--- src/rtl/memory_pkg.sv ---
// Memory access size codes (funct3 encoding) shared by the decoder and the LSU.
package memory_pkg;

  typedef logic [2:0] ldst_size_t;

  localparam ldst_size_t LDST_B  = 3'd0;
  localparam ldst_size_t LDST_H  = 3'd1;
  localparam ldst_size_t LDST_W  = 3'd2;
  localparam ldst_size_t LDST_BU = 3'd4;
  localparam ldst_size_t LDST_HU = 3'd5;

  // Unsigned codes only make sense for loads; a store with BU/HU is illegal.
  function automatic logic size_is_legal(input ldst_size_t size, input logic we);
    case (size)
      LDST_B, LDST_H, LDST_W: size_is_legal = 1'b1;
      LDST_BU, LDST_HU:       size_is_legal = ~we;
      default:                size_is_legal = 1'b0;
    endcase
  endfunction

endpackage

--- src/rtl/riscv_lsu_load_align.sv ---
// Combinational load data extraction: selects the addressed byte/halfword lane
// and sign- or zero-extends it to 32 bits.
module riscv_lsu_load_align
  import memory_pkg::*;
(
  input  logic [31:0] rd_word_i,
  input  logic [1:0]  offset_i,
  input  ldst_size_t  size_i,
  output logic [31:0] result_o
);

  logic [7:0]  byte_v;
  logic [15:0] half_v;

  always_comb begin
    byte_v   = rd_word_i[8*offset_i +: 8];
    half_v   = offset_i[1] ? rd_word_i[31:16] : rd_word_i[15:0];
    result_o = 32'h0;
    case (size_i)
      LDST_B:  result_o = {{24{byte_v[7]}}, byte_v};
      LDST_BU: result_o = {24'h0, byte_v};
      LDST_H:  result_o = {{16{half_v[15]}}, half_v};
      LDST_HU: result_o = {16'h0, half_v};
      LDST_W:  result_o = rd_word_i;
      default: result_o = 32'h0;
    endcase
  end

endmodule

--- src/rtl/riscv_lsu.sv ---
// Load/store unit: error screening, byte-enable/lane generation and core stall.
//   state        | meaning
//   IDLE (q=0)   | no access outstanding; a new legal request stalls the core
//   WAIT (q=1)   | request issued; stall released on the cycle mem_ready_i=1
module riscv_lsu
  import memory_pkg::*;
(
  input  logic        clk_i,
  input  logic        rst_i,
  input  logic        core_req_i,
  input  logic        core_we_i,
  input  logic [2:0]  core_size_i,
  input  logic [31:0] core_addr_i,
  input  logic [31:0] core_wd_i,
  output logic [31:0] core_rd_o,
  output logic        core_stall_o,
  output logic        core_err_o,
  output logic        mem_req_o,
  output logic        mem_we_o,
  output logic [3:0]  mem_be_o,
  output logic [31:0] mem_addr_o,
  output logic [31:0] mem_wd_o,
  input  logic [31:0] mem_rd_i,
  input  logic        mem_ready_i
);

  localparam logic [0:0] S_IDLE = 1'b0;
  localparam logic [0:0] S_WAIT = 1'b1;

  logic [0:0]  stall_q, stall_d;
  logic        misaligned;
  logic [31:0] align_res;

  always_comb begin
    misaligned = 1'b0;
    case (core_size_i)
      LDST_H, LDST_HU: misaligned = core_addr_i[0];
      LDST_W:          misaligned = |core_addr_i[1:0];
      default:         misaligned = 1'b0;
    endcase
  end

  // Errors are masked in reset so every core-facing flag reads 0 there.
  assign core_err_o = core_req_i & ~rst_i &
                      (~size_is_legal(core_size_i, core_we_i) | misaligned);
  assign mem_req_o  = core_req_i & ~core_err_o & ~rst_i;
  assign mem_we_o   = core_we_i & mem_req_o;
  assign mem_addr_o = core_addr_i;

  always_comb begin
    mem_be_o = 4'b0000;
    mem_wd_o = core_wd_i;
    case (core_size_i)
      LDST_B, LDST_BU: begin
        mem_be_o = 4'b0001 << core_addr_i[1:0];
        mem_wd_o = {4{core_wd_i[7:0]}};
      end
      LDST_H, LDST_HU: begin
        mem_be_o = core_addr_i[1] ? 4'b1100 : 4'b0011;
        mem_wd_o = {2{core_wd_i[15:0]}};
      end
      LDST_W:  mem_be_o = 4'b1111;
      default: mem_be_o = 4'b0000;
    endcase
    if (!mem_req_o) mem_be_o = 4'b0000;
  end

  riscv_lsu_load_align u_load_align (
    .rd_word_i (mem_rd_i),
    .offset_i  (core_addr_i[1:0]),
    .size_i    (core_size_i),
    .result_o  (align_res)
  );

  assign core_rd_o = (mem_req_o & ~core_we_i) ? align_res : 32'h0;

  assign core_stall_o = mem_req_o & ~((stall_q == S_WAIT) & mem_ready_i);
  assign stall_d      = core_stall_o ? S_WAIT : S_IDLE;

  always_ff @(posedge clk_i or posedge rst_i) begin
    if (rst_i) stall_q <= S_IDLE;
    else       stall_q <= stall_d;
  end

endmodule

--- config.mk ---
export PLATFORM = sky130hd
export DESIGN_NAME = riscv_lsu
export DESIGN_NICKNAME = d
export VERILOG_FILES = /design/src/rtl/memory_pkg.sv /design/src/rtl/riscv_lsu_load_align.sv /design/src/rtl/riscv_lsu.sv
export SDC_FILE = /design/constraint.sdc
export NUM_CORES = 1
export LEC_CHECK = 0
export ABC_CLOCK_PERIOD_IN_PS = 1700
export CORE_MARGIN = 3
export CORE_UTILIZATION = 29
export CTS_CLUSTER_SIZE = 28
export DETAILED_ROUTE_END_ITERATION = 8
export PLACE_DENSITY = 0.83
export SYNTH_ARGS = -nofsm -noshare
export SYNTH_HDL_FRONTEND = slang
export SYNTH_HIERARCHICAL = 1
export SYNTH_SLANG_ARGS = --single-unit
--- constraint.sdc ---
create_clock -name clk_i -period 1.7 [get_ports clk_i]
set_input_delay 0.17 -clock clk_i [delete_from_list [all_inputs] [get_ports clk_i]]
set_output_delay 0.17 -clock clk_i [all_outputs]
set_load 0.005 [all_outputs]
### Word-level counts from Yosys, hierarchy flattened

Cells that the tools add are included.
Widths: inputs -> output; s select.

| word-level totals | value |
|---|---|
| bits in registers | 1 |
| input bits | 104 |
| word-level logic and storage cells | 37 |

| cells by class | value |
|---|---|
| equality and inequality tests | 4 |
| shift-type cells | 2 |
| mux-type cells | 10 |
| bitwise gates (word level) | 14 |
| reduce and logical (&&, ||, !) cells | 6 |

Operator list:

| cell | count |
|---|---|
| $pmux 32 s5 | 1 |
| $pmux 32 s2 | 1 |
| $mux 32 | 1 |
| $shiftx 32x6->8 | 1 |
| $mux 16 | 1 |
| $pmux 4 s3 | 1 |
| $and 1x1->1 | 8 |
| $mux 4 | 2 |
| $reduce_or 2->1 | 4 |
| $eq 3x3->1 const B | 2 |
| $not 1->1 | 5 |
| $pmux 1 s2 | 2 |
| $shl 1x2->4 const A | 1 |
| $eq 3x1->1 const B | 1 |
| $eq 3x2->1 const B | 1 |
| $logic_not 3->1 | 1 |
| $reduce_or 3->1 | 1 |
| $mux 1 | 1 |
| $or 1x1->1 | 1 |

### Longest topological paths before layout

| depth | value |
|---|---|
| depth in word-level cells | 11 |
| depth in mapped cells | 6 |
| depth with buffers taken out | 4 |

### Hierarchy

Netlist, hierarchy kept.

By module, submodules not included:

| module | times used | cells each | area each (µm²) | seq. area each (µm²) |
|---|---|---|---|---|
| riscv_lsu | 1 | 145 | 1039.7 | 25.0 |
| riscv_lsu_load_align | 1 | 109 | 812.0 | 0.0 |

### Worst setup path before layout

Ideal clock, no wire load.

| path | value |
|---|---|
| kind | input to output |
| from | in core_addr_i[1] |
| to | out core_rd_o[0] |
| data arrival time | 1.184 ns |
| required time | 1.530 ns |
| path slack | 0.346 ns |
| stages | 4 |
| buffers on the path | 1 |
| cell sequence | buf_6 > mux4_2 > mux2_2 > and2_1 |

RTL lines:

| item | RTL line | text |
|---|---|---|
| start, declared | riscv_lsu.sv:13 | `input logic [31:0] core_addr_i,` |
| $shiftx 32x6->8 / $mux 16 (equally long branches) | riscv_lsu_load_align.sv:16, riscv_lsu_load_align.sv:17 |  |
| $pmux 32 s5 (*) | riscv_lsu_load_align.sv:19 | `case (size_i)` |
| named net align_res[0] | riscv_lsu.sv:32 | `logic [31:0] align_res;` |
| $mux 32 (*) | riscv_lsu.sv:75 | `assign core_rd_o = (mem_req_o & ~core_we_i) ? align_res : 32'h0;` |
| end, declared | riscv_lsu.sv:15 | `output logic [31:0] core_rd_o,` |

Mark *: on every way through the listed nets, which the timed path passes. The rest lies on a longest branch.

### Final worst setup path

| path | value |
|---|---|
| from | in core_addr_i[1] |
| to | out core_rd_o[18] |

The elaborated chain is that of the path after synthesis.

==> impl_summary.log <==
[metrics] core region area: 0.00606 mm^2
[metrics] Placement Rows: 28
[metrics] Final Total Pwr: ~950 uW
[metrics] highest-count cells in the layout ignoring fill and taps: clkdlybuf4s50_1, buf_4, buf_6
[metrics] total nets after synthesis: 358
[metrics] Seq. cell area: around 25 um^2
[metrics] Setup Skew: 0 ns
[metrics] post-synthesis cell type count: 36
[metrics] Vias/cell: about 5.5
[metrics] flop and latch count out of synthesis: 1
[metrics] Pwr per Cell Area: about 240 mW/mm^2
[metrics] pin count of the biggest net entering global routing: 22
[metrics] critical path class: input pin to primary output
[metrics] First-pass DRT Iterations: 4
[metrics] remaining number of nets flagged by the antenna check after routing: 0
[metrics] register containing the most flip-flops in the final layout: stall_q
[metrics] failing checks: negative setup slack
[metrics] Regs by FF count: stall_q: 1 flops
[metrics] Port-buffer cells: approximately 150
[metrics] cell area after synthesis: between 0.0015 and 0.002 mm^2
[metrics] final antenna diode count: 0
[metrics] most common cell after layout, fill and taps aside: clkdlybuf4s50_1
[metrics] global-route wire length before repair: approximately 15000 um
[metrics] Avg Inst Size Synth: roughly 7.3 um^2
[metrics] setup slack after layout: -0.0861 ns
[metrics] highest fanout seen on the critical path: 6
[metrics] Total Routed Length: between 9000 and 10000 um
[metrics] type of element launching the critical path: input pin
[metrics] number of vias in the routed layout: around 2.8k
[metrics] leak pwr: roughly 0.0018 uW
[metrics] post-detail-place hpwl: roughly 6700 um
[metrics] number of setup violations in the final report: 26
[metrics] fraction of final layout cells with drive strength greater than 1: 47.8%
[metrics] area added between synthesis and finish: 116%
[metrics] vias in the first global route: 2884
[metrics] Tightest Pin Transition: around 0.46 ns
[metrics] type of the worst min-delay path: input pin to primary output
[metrics] period utilization: 105%
[metrics] Worst-Skew Late Latency: 0 ns
[metrics] max_slew headroom: between 60% and 70%
[metrics] initial antenna violation count: 0
[metrics] average wire per standard cell: just under 20 um
[metrics] Iteration-0 DRC Markers: about 220
[metrics] kind of capture point of the worst setup path: primary output
[metrics] result of the run: finished with violations
[metrics] part of the Yosys area used for sequential elements: about 1.4%
[metrics] Crit path required time: around 1.5 ns
[metrics] FILL cells: ~490
[metrics] area of the multi-input gates: ~0.0016 mm^2
[metrics] arrival time at the worst endpoint: about 1.6 ns
[metrics] Maximum Capacitance Violations: 0
[metrics] synthesized instance count: approximately 250
[metrics] final global-route overflow total: 0
[metrics] Final Hold Violating Endpoints: 0
[metrics] total track usage: about a quarter
[metrics] f_max: between 500 and 600 MHz
[metrics] global placer's final weighted congestion: 0.796
[metrics] Net count, final: roughly 530
[metrics] crit path time final: 1.79 ns
[metrics] Remaining DRCs: 0
[metrics] Synth Warn #: 6
[metrics] Ports: about 210
[metrics] total cell area at the placement stage: between 0.003 and 0.004 mm^2
[metrics] initial cell density of the core: ~31%
[metrics] unrepaired setup endpoints after global routing: yes
[metrics] Slew Limit Fails: 0
[metrics] worst voltage drop across the vdd grid: 0.000144 V
[metrics] post-route design area: ~0.0040 mm^2
[metrics] DIE WIDTH: between 80 and 90 um
[metrics] Die Span Y: between 80 and 90 um
[metrics] overall die area: approximately 0.0074 mm^2
[metrics] flip-flop count of the largest register after layout: 1
-- through the flow --
| stage | utilization (%) | cells | hold slack [ns] | setup TNS (ns) | setup slack, ns |
|---|---|---|---|---|---|
| 6_report | 65.9 | 500 | 0.340 | -1.27 | -0.0861 |
| 5_1_grt | 65.9 | 500 | 0.340 | -2.47 | -0.138 |
| 4_1_cts | 64.3 | 498 | 0.340 | -4.07 | -0.184 |
| 3_5_place_dp | 56.6 | 467 | 0.340 | -34.16 | -0.765 |
| 3_3_place_gp | 56.6 | 467 | 0.340 | -33.68 | -0.754 |
| 2_1_floorplan | - | 254 | -0.0846 | 0 | 0.346 |
-- cell type report --
class | count | share of cell area [%]
multi-input cells | 189 | 40.1
repair buffers | 231 | 56.6
flip-flops and latches | 1 | 0.627
well taps | 75 | 2.35
inverters | 4 | 0.376
-- layer usage --
| layer | global-route usage (%) | vias to the layer above | share of wire (%) |
|---|---|---|---|
| li1 | - | 1231 | - |
| met1 | 25.9 | 1292 | 34 |
| met2 | 47.1 | 195 | 53 |
| met3 | 5.28 | 43 | 9.3 |
| met4 | 10.4 | 0 | 3.7 |
| met5 | 0 | - | 0 |
-- power breakdown --
part / switching, uW / internal (uW)
clock network: 0 / 0
logic: 368 / 561
registers: 0.428 / 25.1
-- cells by family (layout without fill, tap and decap cells) --
logic type | count (synthesis) | after routing | synth area share (%)
buffers and inverters | 64 | 235 | 23.0
DFF | 1 | 1 | 1.35
muxes | 38 | 38 | 23.4
and+or+nand+nor | 96 | 96 | 28.9
AOI/OAI and AO/OA | 55 | 55 | 23.3
-- repair_timing --
| action | CTS | global route |
|---|---|---|
| setup buffers | 25 | 9 |
| cloned | 7 | 1 |
| gates resized for setup | 264 | 54 |
| pin swaps | 25 | 25 |
| hold buffers | 0 | 0 |
| endpoints found under the setup margin | 64 | 38 |
-- synthesized netlist by cell type --
library cell	number	share of area (%)
a211oi_1	1	0.41
a21boi_2	1	0.61
a21oi_1	5	1.4
a221o_1	5	2.7
a221oi_2	1	0.81
a22o_1	5	2.4
a22oi_1	2	0.81
a22oi_4	1	1.1
and2_1	34	11
and2b_1	2	0.81
buf_2	8	2.2
buf_4	45	18
buf_6	1	0.61
clkbuf_1	6	1.2
dfrtp_1	1	1.4
inv_1	3	0.61
inv_2	1	0.20
mux2_2	22	13
mux2i_1	14	7.6
mux4_2	2	2.4
nand2_1	15	3.0
nand2b_1	3	1.0
nand3_1	17	4.6
nand3b_1	1	0.41
nor2_1	5	1.0
nor2_2	1	0.34
nor2b_1	2	0.68
nor3_1	10	2.7
nor3b_1	2	0.81
nor3b_2	1	0.68
nor4_2	1	0.68
o2111a_1	1	0.61
o211ai_1	16	6.5
o21ai_0	10	2.7
o221ai_1	7	3.3
or2_2	2	0.68
-- critical path, cell delays in order --
cell and delay [ns]:
buf_12 0.11, buf_8 0.12, and2b_2 0.24, a22oi_4 0.30, buf_12 0.16, buf_16 0.11, o211ai_1 0.12, and2_4 0.17
buf_6 0.10
-- final timing paths --
| path | depth (start not counted) | slack (ns) | endpoint | startpoint |
|---|---|---|---|---|
| hold / removal | 0 | 0.34 | mem_addr_o[16] | core_addr_i[16] |
| max in group asynchronous | 3 | 1.12 | stall_q$_DFF_PP0_ | rst_i |
| setup reg to reg | 2 | 0.89 | stall_q$_DFF_PP0_ | stall_q$_DFF_PP0_ |
| setup / recovery | 9 | -0.09 | core_rd_o[18] | core_addr_i[1] |
| min in group asynchronous | 3 | 0.49 | stall_q$_DFF_PP0_ | rst_i |
| hold reg to reg | 2 | 0.57 | stall_q$_DFF_PP0_ | stall_q$_DFF_PP0_ |
Note: power is estimated with default switching activity, not from simulation.
